**src/rtl/stopwatch_up_pkg.sv**
```systemverilog
// rtl/stopwatch_up_pkg.sv - shared state encoding, BCD limits and 7-segment decode
package stopwatch_up_pkg;

    typedef enum logic [2:0] {
        ST_IDLE,
        ST_RUN,
        ST_PAUSE,
        ST_LAP,
        ST_OVERFLOW
    } state_e;

    typedef struct packed {
        logic [3:0] mt;
        logic [3:0] mu;
        logic [3:0] st;
        logic [3:0] su;
    } mmss_t;

    localparam logic [3:0] DIGIT_MAX_9 = 4'd9;
    localparam logic [3:0] DIGIT_MAX_5 = 4'd5;
    localparam mmss_t      MMSS_MAX    = 16'h9959;

    // Active-low segments, bit order {g,f,e,d,c,b,a}
    localparam logic [6:0] SEG_0     = 7'b1000000;
    localparam logic [6:0] SEG_1     = 7'b1111001;
    localparam logic [6:0] SEG_2     = 7'b0100100;
    localparam logic [6:0] SEG_3     = 7'b0110000;
    localparam logic [6:0] SEG_4     = 7'b0011001;
    localparam logic [6:0] SEG_5     = 7'b0010010;
    localparam logic [6:0] SEG_6     = 7'b0000010;
    localparam logic [6:0] SEG_7     = 7'b1111000;
    localparam logic [6:0] SEG_8     = 7'b0000000;
    localparam logic [6:0] SEG_9     = 7'b0010000;
    localparam logic [6:0] SEG_BLANK = 7'b1111111;

    function automatic logic [6:0] dec2_7seg(input logic [3:0] d);
        case (d)
            4'd0:    return SEG_0;
            4'd1:    return SEG_1;
            4'd2:    return SEG_2;
            4'd3:    return SEG_3;
            4'd4:    return SEG_4;
            4'd5:    return SEG_5;
            4'd6:    return SEG_6;
            4'd7:    return SEG_7;
            4'd8:    return SEG_8;
            4'd9:    return SEG_9;
            default: return SEG_BLANK;
        endcase
    endfunction

    // Caller handles 99:59; mt is never incremented past 9 here
    function automatic mmss_t mmss_inc(input mmss_t t);
        mmss_t r;
        r = t;
        if (t.su != DIGIT_MAX_9) begin
            r.su = t.su + 4'd1;
        end else begin
            r.su = 4'd0;
            if (t.st != DIGIT_MAX_5) begin
                r.st = t.st + 4'd1;
            end else begin
                r.st = 4'd0;
                if (t.mu != DIGIT_MAX_9) begin
                    r.mu = t.mu + 4'd1;
                end else begin
                    r.mu = 4'd0;
                    r.mt = t.mt + 4'd1;
                end
            end
        end
        return r;
    endfunction

endpackage

```
**src/rtl/stopwatch_up_if.sv**
```systemverilog
// rtl/stopwatch_up_if.sv - front-panel switch, LED and 7-segment bundle
interface stopwatch_up_if;
    logic [7:0] SW;
    logic [9:0] LEDR;
    logic [6:0] HEX0;
    logic [6:0] HEX1;
    logic [6:0] HEX2;
    logic [6:0] HEX3;

    modport master (output SW, input LEDR, HEX0, HEX1, HEX2, HEX3);
    modport slave  (input SW, output LEDR, HEX0, HEX1, HEX2, HEX3);
endinterface

```
**src/rtl/stopwatch_up_key_press_detect.sv**
```systemverilog
// rtl/stopwatch_up_key_press_detect.sv - synchronizer, debounce and press pulse for one active-low key
module key_press_detect #(
    parameter int DEBOUNCE_CYCLES = 500000
) (
    input  logic clk,
    input  logic rst_n,
    input  logic key_n,
    output logic press
);
    localparam int            CW       = $clog2(DEBOUNCE_CYCLES + 1);
    localparam logic [CW-1:0] CNT_LAST = CW'(DEBOUNCE_CYCLES - 1);

    logic [1:0]    sync_q, sync_d;
    logic          stable_q, stable_d;
    logic [CW-1:0] cnt_q, cnt_d;

    // Any sample agreeing with the accepted level restarts the run of differing samples
    always_comb begin
        sync_d   = {sync_q[0], key_n};
        stable_d = stable_q;
        cnt_d    = cnt_q;
        press    = 1'b0;
        if (sync_q[1] == stable_q) begin
            cnt_d = '0;
        end else if (cnt_q == CNT_LAST) begin
            stable_d = sync_q[1];
            cnt_d    = '0;
            press    = stable_q;
        end else begin
            cnt_d = cnt_q + 1'b1;
        end
    end

    always_ff @(posedge clk or negedge rst_n) begin
        if (!rst_n) begin
            sync_q   <= 2'b11;
            stable_q <= 1'b1;
            cnt_q    <= '0;
        end else begin
            sync_q   <= sync_d;
            stable_q <= stable_d;
            cnt_q    <= cnt_d;
        end
    end
endmodule

```
**src/rtl/stopwatch_up.sv**
```systemverilog
// rtl/stopwatch_up.sv - count-up MM:SS stopwatch with lap freeze and minute alarm
module stopwatch_up
    import stopwatch_up_pkg::*;
#(
    parameter int TICK_DIV        = 50000000,
    parameter int DEBOUNCE_CYCLES = 500000
) (
    input  logic          CLOCK_50,
    input  logic [3:0]    KEY,
    stopwatch_up_if.slave panel
);
    localparam int            PW         = $clog2(TICK_DIV);
    localparam logic [PW-1:0] PRESC_LAST = PW'(TICK_DIV - 1);
    localparam logic [PW-1:0] PRESC_HALF = PW'(TICK_DIV / 2 - 1);

    logic rst_n;
    assign rst_n = KEY[0];

    logic [3:1] press;
    for (genvar gi = 1; gi < 4; gi++) begin : g_key
        key_press_detect #(.DEBOUNCE_CYCLES(DEBOUNCE_CYCLES)) u_key (
            .clk   (CLOCK_50),
            .rst_n (rst_n),
            .key_n (KEY[gi]),
            .press (press[gi])
        );
    end

    state_e        state_q, state_d;
    mmss_t         count_q, count_d;
    mmss_t         lap_q, lap_d;
    logic [PW-1:0] presc_q, presc_d;
    logic          alarm_q, alarm_d;
    logic          blink_q, blink_d;

    logic counting, presc_run, tick, wrap, target_valid;
    logic key1, key2, key3;

    assign counting     = (state_q == ST_RUN) || (state_q == ST_LAP);
    assign presc_run    = counting || (state_q == ST_OVERFLOW) || alarm_q;
    assign tick         = counting && (presc_q == PRESC_LAST);
    assign wrap         = tick && (count_q == MMSS_MAX);
    assign target_valid = (panel.SW[7:4] <= DIGIT_MAX_9) && (panel.SW[3:0] <= DIGIT_MAX_9)
                          && (panel.SW != 8'h00);
    assign key1 = press[1];
    assign key2 = press[2] && !press[1];
    assign key3 = press[3] && !press[2] && !press[1];

    // Increment and lap latch both look at count_q, so a same-cycle lap captures the old time
    always_comb begin
        state_d = state_q;
        count_d = count_q;
        lap_d   = lap_q;
        presc_d = presc_q;
        alarm_d = alarm_q;
        blink_d = blink_q;

        if (presc_run) begin
            presc_d = (presc_q == PRESC_LAST) ? '0 : presc_q + 1'b1;
            if ((presc_q == PRESC_LAST) || (presc_q == PRESC_HALF)) begin
                blink_d = ~blink_q;
            end
        end

        if (tick && !wrap) begin
            count_d = mmss_inc(count_q);
            if (target_valid && (count_d == {panel.SW, 8'h00})) begin
                alarm_d = 1'b1;
            end
        end

        if (wrap) begin
            state_d = ST_OVERFLOW;
        end else begin
            case (state_q)
                ST_IDLE: if (key1) state_d = ST_RUN;
                ST_RUN: begin
                    if (key1) begin
                        state_d = ST_PAUSE;
                    end else if (key2) begin
                        state_d = ST_LAP;
                        lap_d   = count_q;
                    end
                end
                ST_LAP: begin
                    if (key1)      state_d = ST_PAUSE;
                    else if (key2) state_d = ST_RUN;
                end
                ST_PAUSE, ST_OVERFLOW: begin
                    if (key1 && (state_q == ST_PAUSE)) begin
                        state_d = ST_RUN;
                    end else if (key3) begin
                        state_d = ST_IDLE;
                        count_d = '0;
                        presc_d = '0;
                        alarm_d = 1'b0;
                    end
                end
                default: state_d = ST_IDLE;
            endcase
        end
    end

    always_ff @(posedge CLOCK_50 or negedge rst_n) begin
        if (!rst_n) begin
            state_q <= ST_IDLE;
            count_q <= '0;
            lap_q   <= '0;
            presc_q <= '0;
            alarm_q <= 1'b0;
            blink_q <= 1'b0;
        end else begin
            state_q <= state_d;
            count_q <= count_d;
            lap_q   <= lap_d;
            presc_q <= presc_d;
            alarm_q <= alarm_d;
            blink_q <= blink_d;
        end
    end

    mmss_t shown;
    assign shown      = (state_q == ST_LAP) ? lap_q : count_q;
    assign panel.HEX0 = dec2_7seg(shown.su);
    assign panel.HEX1 = dec2_7seg(shown.st);
    assign panel.HEX2 = dec2_7seg(shown.mu);
    assign panel.HEX3 = dec2_7seg(shown.mt);

    logic [9:0] led;
    always_comb begin
        led = '0;
        if (state_q == ST_OVERFLOW) begin
            led = {10{blink_q}};
        end else begin
            led[0] = counting;
            led[1] = (state_q == ST_LAP);
            led[2] = (state_q == ST_PAUSE);
            led[9] = alarm_q & blink_q;
        end
    end
    assign panel.LEDR = led;
endmodule
```
**src/flat_wrapper.sv**
```systemverilog
// flat-port wrapper written by rule: the top's interface ports become plain ports
module stopwatch_up_flat import stopwatch_up_pkg::*;
#(
    parameter int TICK_DIV        = 50000000,
    parameter int DEBOUNCE_CYCLES = 500000
)
  (CLOCK_50, KEY, panel_SW, panel_LEDR, panel_HEX0, panel_HEX1, panel_HEX2, panel_HEX3);
  stopwatch_up_if panel_i ();
  input  logic CLOCK_50;
  input  logic [3:0] KEY;
  input wire logic [$bits(panel_i.SW)-1:0] panel_SW;
  output wire logic [$bits(panel_i.LEDR)-1:0] panel_LEDR;
  output wire logic [$bits(panel_i.HEX0)-1:0] panel_HEX0;
  output wire logic [$bits(panel_i.HEX1)-1:0] panel_HEX1;
  output wire logic [$bits(panel_i.HEX2)-1:0] panel_HEX2;
  output wire logic [$bits(panel_i.HEX3)-1:0] panel_HEX3;
  assign panel_i.SW = panel_SW;
  assign panel_LEDR = panel_i.LEDR;
  assign panel_HEX0 = panel_i.HEX0;
  assign panel_HEX1 = panel_i.HEX1;
  assign panel_HEX2 = panel_i.HEX2;
  assign panel_HEX3 = panel_i.HEX3;
  stopwatch_up #(.TICK_DIV(TICK_DIV), .DEBOUNCE_CYCLES(DEBOUNCE_CYCLES)) u_core (.CLOCK_50(CLOCK_50), .KEY(KEY), .panel(panel_i));
endmodule
```
**config.mk**
```make
export PLATFORM = sky130hd
export DESIGN_NAME = stopwatch_up_flat
export DESIGN_NICKNAME = d
export VERILOG_FILES = /design/src/rtl/stopwatch_up_pkg.sv /design/src/rtl/stopwatch_up_if.sv /design/src/rtl/stopwatch_up_key_press_detect.sv /design/src/rtl/stopwatch_up.sv /design/src/flat_wrapper.sv
export SDC_FILE = /design/constraint.sdc
export NUM_CORES = 1
export LEC_CHECK = 0
export CORE_MARGIN = 2
export CORE_UTILIZATION = 50
export CTS_BUF_LIST = sky130_fd_sc_hd__clkbuf_2 sky130_fd_sc_hd__clkbuf_4 sky130_fd_sc_hd__clkbuf_8
export CTS_CLUSTER_DIAMETER = 150
export DETAILED_ROUTE_END_ITERATION = 6
export PLACE_DENSITY_LB_ADDON = 0.15
export SLEW_MARGIN = 0
export SYNTH_ARGS = -nofsm -noshare
export SYNTH_HDL_FRONTEND = slang
export SYNTH_SLANG_ARGS = --single-unit
```
**constraint.sdc**
```tcl
create_clock -name CLOCK_50 -period 2.3 [get_ports CLOCK_50]
set_input_delay 0.23 -clock CLOCK_50 [delete_from_list [all_inputs] [get_ports CLOCK_50]]
set_output_delay 0.23 -clock CLOCK_50 [all_outputs]
set_load 0.02 [all_outputs]
```
Word-level counts from Yosys, hierarchy flattened
Memory sizes are Yosys's and may differ from the RTL's.
Index checks and enable logic that the tools add are counted.
{ "word_totals": {"register_bits": 129, "romBits": 448, "input_bits": 13, "out_inout_bits": 38, "elab_cells": 139, "memories": 4} }
{ "classes": {"n_addsub": 8, "order_cmp": 2, "eq_ne": 21, "muxes": 50, "bitwise_logic": 7, "n_reduce_logical": 26} }
{ "mem_list": {"columns": ["memory", "words", "word_bits", "read_ports", "rd_clocked_by_memory_dff", "wr", "line", "source"], "rows": [
  ["(name not given)", 16, 7, 1, 0, 0, "stopwatch_up_pkg.sv:37", "case (d)"],
  ["(name not given)", 16, 7, 1, 0, 0, "stopwatch_up_pkg.sv:37", null],
  ["(name not given)", 16, 7, 1, 0, 0, "stopwatch_up_pkg.sv:37", null],
  ["(name not given)", 16, 7, 1, 0, 0, "stopwatch_up_pkg.sv:37", null]
]} }
{ "ops": {"columns": ["cell", "n"], "rows": [
  ["two-way mux 26 bit", 6],
  ["two-way mux 19 bit", 6],
  ["two-way mux 16 bit", 6],
  ["adder 19 x 1 -> 19 bit (second input constant)", 3],
  ["== test 19 bit (second input constant)", 3],
  ["two-way mux 3 bit", 9],
  ["adder 26 x 1 -> 26 bit (second input constant)", 1],
  ["== test 26 x 25 -> 1 bit (second input constant)", 1],
  ["== test 26 bit (second input constant)", 1],
  ["two-way mux 12 bit", 2],
  ["two-way mux 4 bit", 5],
  ["adder 4 x 1 -> 4 bit (second input constant)", 4],
  ["== test 16 bit", 1],
  ["== test 16 bit (second input constant)", 1],
  ["two-way mux 1 bit", 13],
  ["!= test 4 x 1 -> 1 bit (second input constant)", 3],
  ["one-hot mux 3 bit (4 select lines)", 1],
  ["logical AND 1 bit", 10],
  ["less-or-equal comparator 4 bit (second input constant)", 2],
  ["two-way mux 8 bit", 1],
  ["!= test 4 bit (second input constant)", 2],
  ["AND reduction 2 bit", 4],
  ["AND reduction 4 bit", 2],
  ["nonzero test 8 bit", 1],
  ["other kinds (13)", 26]
]} }

Logic depth before layout (Yosys ltp)
{ "depth": {"depth_word": 15, "ltp_mapped": 9, "ltp_nobuf": 8} }

By module
Synthesis repeated with hierarchy kept, for this count alone.
{ "hier_totals": {"cells_unflattened": 836, "hier_area_um2": 7978.9} }
{ "modules_own_cells": {"columns": ["module", "n_inst", "cells_per_inst", "area_per_inst_um2", "seq_area_each_um2"], "rows": [
  ["stopwatch_up", 1, 513, 4670.7, 1576.5],
  ["key_press_detect at u_core.g_key[1].u_key ...", 2, 109, 1097.3, 554.3],
  ["key_press_detect at u_core.g_key[3].u_key", 1, 105, 1113.6, 554.3]
]} }

Least setup slack after synthesis
No wires, ideal clock.
{ "synth_timing": {"kind": "reg2out", "start": "reg u_core.state_q[1]", "end": "out panel_HEX0[4]", "t_arrival_ns": 2.214, "required_ns": 2.070, "setup_slack_ns": -0.144, "path_stages_with_launch": 8, "n_path_buf": 1, "cell_sequence": "dfrtp_1 and2_1 nand2b_1 buf_2 mux2i_1 inv_1 ha_1 a22oi_1"} }
{ "synth_via": {"elab_chain_len": 3} }
{ "synth_lines": {"columns": ["item", "line", "source"], "rows": [
  ["start, declared", "stopwatch_up.sv:29", "state_e state_q, state_d;"],
  ["start signal, assigned", "stopwatch_up.sv:113", "state_q <= state_d;"],
  ["== test 3 x 2 -> 1 bit", "stopwatch_up.sv:123", "assign shown = (state_q == ST_LAP) ? lap_q : count_q;"],
  ["two-way mux 16 bit", "stopwatch_up.sv:123", null],
  ["memory (16 x 7 bit)", null, null],
  ["end, declared", "flat_wrapper.sv:13", "output wire logic [$bits(panel_i.HEX0)-1:0] panel_HEX0;"]
]} }
No other way between the ends.

Final worst setup path
{ "layout_timing": {"start": "reg u_core.state_q[0]", "end": "out panel_HEX1[3]"} }
{ "layout_via": {"elab_chain_len": 3} }
{ "layout_lines": {"columns": ["item", "line", "source"], "rows": [
  ["== test 3 x 2 -> 1 bit", "stopwatch_up.sv:123", null],
  ["two-way mux 16 bit", "stopwatch_up.sv:123", null],
  ["memory (16 x 7 bit)", null, null],
  ["end, declared", "flat_wrapper.sv:14", "output wire logic [$bits(panel_i.HEX1)-1:0] panel_HEX1;"]
]} }
No other way between the ends.

==> qor.csv <==
stage,metric,value,unit
run_status,status,finished with violations,
run_status,failing checks,"design-rule violations, negative setup slack",
clock_network,CTS H-Tree Depth,4,
sta,Fin Setup TNS,-6.429,ns
power_and_ir_drop,Lkg Pwr,4.866,nW
synthesis,"Distinct cells, synth",67,
route,drt first pass iters,7,
sta,Final Hold Fails,0,
floorplan,Die Area,16510,um2
setup_path,flop2flop setup slack,-0.02,ns
clock_network,Num CTS Buffers,17,
power_and_ir_drop,total power,4.649,mW
final_layout,fin nets,1040,
sta,Final Setup Violations,36,
flow_run,Maximum Capacitance Violations,0,
floorplan,die height,128.5,um
clock_network,TritonCTS Sinks,129,
synthesis,Mapped Avg Cell Area,9.373,um2
final_layout,fraction of layout cells with a size suffix above 1,36.66,%
route,Vias,6806,
synthesis,Post-Syn Nets,868,
sta,RSZ-0062 raised after global routing,true,
setup_path,Setup CP Type,reg -> out,
place,HPWL after DPL,13.31,mm
sta,Final WS setup,-0.2854,ns
synthesis,"FF+latch count, synth",129,
power_and_ir_drop,Peak VDD IR,399.5,uV
place,buffers added on ports,50,
synthesis,"Cell Area, Synth",7751,um2
final_layout,Antenna Cells,0,
global_route,number of global-route vias before repair,6746,
setup_path,Critical Path AT,2.36,ns
global_route,Global Route Usage Sum,24.64,%
min_path,hold depth,1,
clock_network,Clock Pin Slew Worst Setup and Hold Paths,0.07,ns
sta,Fin Hold WS,0.1990,ns
sta,worst-margin pin slew,0.6800,ns
sta,Slew HR,54.31,%
min_path,WHS Endpoint,u_core.g_key[2].u_key.sync_q[0],
global_route,grt total ovfl,0,
setup_path,Reg-to-Reg Start,u_core.g_key[2].u_key.cnt_q[7],
min_path,Hold Crit Class,in -> reg,
setup_path,crit-path max FO,5,
route,final wirelength,20.94,mm
synthesis,ys async rst share,100.0,%
setup_path,Worst Setup Start Kind,flip-flop,
clock_network,CTS tree,yes,
floorplan,FP Rows,45,
clock_network,clk buf depth,2,
floorplan,Die X-Extent,128.5,um
route,post-DR vias/cell,5.672,
sta,fin crit period,2.585,ns
sta,Fmax achieved,386.8,MHz
final_layout,Post-Layout Cell Count,1200,
floorplan,CORE AREA,15200,um2
sta,Max Clock Skew,0.009168,ns
place,placed cell count,1127,
sta,Tcrit/Tclk final,112.4,%
synthesis,ranking of synthesized cells by area,"dfrtp_1, nor2_1, xor2_1",
sta,final max-slew violation count,0,
place,Post-Place Worst Slack,-0.4821,ns
global_route,initial antenna violation count,0,
clock_network,clk_lat worst skew,0.44,ns
synthesis,sequential share of the synthesized area,41.79,%
global_route,largest net degree at the start of global routing,43,
synthesis,Synth area leader,dfrtp_1,
floorplan,Ports,51,
synthesis,"EDFF count, synth",0,
min_path,min-delay src,KEY[2],
final_layout,area of the multi-input gates,5015,um2
route,1st-iter DRT viols,400,
power_and_ir_drop,Pwr Density,431.7,nW/um2
synthesis,Synth Flop Type,dfrtp_1,
setup_path,Worst Setup End Kind,output pin,
final_layout,flip-flop and latch area,3246,um2
floorplan,initial core utilization,50.99,%
setup_path,RR Endpoint,u_core.lap_q[14],
synthesis,Mapped Cells,827,
route,# DRC,9,
setup_path,CP required,2.07,ns
global_route,first-pass GRT wire length,32.51,mm
synthesis,synth warn,0,
final_layout,Syn-to-layout area delta,38.93,%
clock_network,CTS Root Cell,clkbuf_8,
route,ANT nets after route,0,
final_layout,Fill cells,1037,
place,Final Wtd Congestion,0.9151,
setup_path,R2R depth,7,
route,drt wl/cell,17.45,um
synthesis,proportion of netlist area held by the largest area contributor,38.74,%
-- worst max-delay path, stage by stage, from the launching register on --
cell	delay, ns
dfrtp_1	0.38
and2_4	0.17
nand2b_4	0.09
buf_12	0.12
buf_16	0.14
mux2i_4	0.27
buf_6	0.15
ha_4	0.21
a22oi_2	0.22
buf_6	0.15
-- what timing repair did --
action | CTS | global route
setup buffers | 27 | 10
cloned | 3 | 1
resized for setup | 251 | 112
hold buffers | 1 | 0
endpoints found under the setup margin | 50 | 86
pin swaps | 27 | 28
hold endpoints to repair | 32 | 0
-- logic make-up after synthesis --
group | count (synthesis) | share of synthesized area [%]
simple gates | 377 | 25.20
flops | 129 | 41.79
xor+xnor | 93 | 10.51
compound gates | 92 | 7.329
buf+inv | 60 | 3.584
mux | 48 | 7.070
fa+ha+maj | 28 | 4.520
-- cell usage in the layout (no fill, tap or decap), types with 5 or more instances in the layout --
cell,count
nand4_1,20
and2_1,6
ha_4,14
a31oi_1,5
mux2_4,15
nor3_1,8
nor4_1,5
and3_1,13
or3_1,12
o21ai_0,14
dfrtp_2,5
a21oi_2,12
clkbuf_8,21
a21oi_1,18
nor2_1,125
dfrtp_1,115
buf_6,42
mux2_2,10
nand2b_1,8
buf_12,7
xnor2_1,41
nor2_4,6
nor4_2,6
clkbuf_2,9
xor2_1,50
nand3b_1,5
inv_1,16
nor3_4,6
a22oi_2,7
or2_2,5
buf_4,113
dfstp_2,9
mux2i_4,9
ha_1,10
nand3_1,38
nand2_2,5
nand2_1,63
clkdlybuf4s50_1,11
mux2i_1,15
inv_2,7
-- cell usage after synthesis, types with 4 or more instances --
| library cell | instances |
|---|---|
| nor2_1 | 133 |
| dfrtp_1 | 120 |
| nand2_1 | 68 |
| xor2_1 | 50 |
| xnor2_1 | 43 |
| nand3_1 | 39 |
| a21oi_1 | 31 |
| ha_1 | 28 |
| mux2i_1 | 24 |
| inv_1 | 23 |
| o21ai_0 | 22 |
| clkbuf_1 | 20 |
| nand4_1 | 20 |
| nor3_1 | 17 |
| mux2_2 | 14 |
| and3_1 | 13 |
| or3_1 | 12 |
| nor4_1 | 11 |
| mux2_4 | 10 |
| a22oi_1 | 9 |
| dfstp_2 | 9 |
| nand2b_1 | 9 |
| buf_2 | 8 |
| and2_1 | 7 |
| a31oi_1 | 5 |
| buf_4 | 5 |
| nand3b_1 | 5 |
| o22ai_1 | 5 |
| or2_2 | 5 |
| and4_1 | 4 |
| nand4b_1 | 4 |
| nor2b_1 | 4 |
| nor4b_1 | 4 |
-- registers in the layout (all words and copies together), names as in the netlist --
signal                       count
u_core.g_key.u_key.cnt_q        57
u_core.presc_q                  26
u_core.count_q                  16
u_core.lap_q                    16
u_core.g_key.u_key.sync_q        6
u_core.g_key.u_key.stable_q      3
u_core.state_q                   3
u_core.alarm_q                   1
u_core.blink_q                   1
-- through the flow --
| step | util (%) | cell area (um2) |
|---|---|---|
| 2_1_floorplan | - | 7816 |
| 3_3_place_gp | 60.20 | 9151 |
| 3_5_place_dp | 60.20 | 9151 |
| 4_1_cts | 67.57 | 10270 |
| 5_1_grt | 70.84 | 10770 |
| 6_report | 70.84 | 10770 |
-- power by group --
group | leakage, nW | switching [mW] | internal, mW
clock network | 0.229 | 0.880 | 1.32
logic | 2.88 | 0.0917 | 0.0513
registers | 1.76 | 0.0156 | 2.29
-- layer usage --
layer,vias to the layer above,GRT usage [%],share of wire [%]
li1,3205,-,-
met1,3355,30.20,42
met2,191,43.24,51
met3,55,4.699,4.2
met4,0,9.463,2.9
met5,-,0,0
-- how the worst max path moves through the flow --
stage	from	to	slack (ns)	depth (start not counted)
floorplan	u_core.state_q[1]	panel_HEX0[4]	-0.05	7
global placement	u_core.state_q[1]	panel_HEX0[0]	-0.29	9
detailed placement	u_core.state_q[1]	panel_HEX0[6]	-0.48	9
CTS	u_core.state_q[0]	panel_HEX0[6]	-0.30	10
global route	u_core.state_q[0]	panel_HEX0[6]	-0.38	10
finish	u_core.state_q[0]	panel_HEX1[3]	-0.29	9
-- layout make-up --
cell class,instances,share of cell area [%]
clock buffer,23,2.823
clock inverter,9,1.429
inverter,23,0.8017
multi-input combinational,639,46.57
sequential,129,30.14
tap,188,2.184
timing repair buffer,189,16.06
Note: power is estimated with default switching activity, not from simulation.
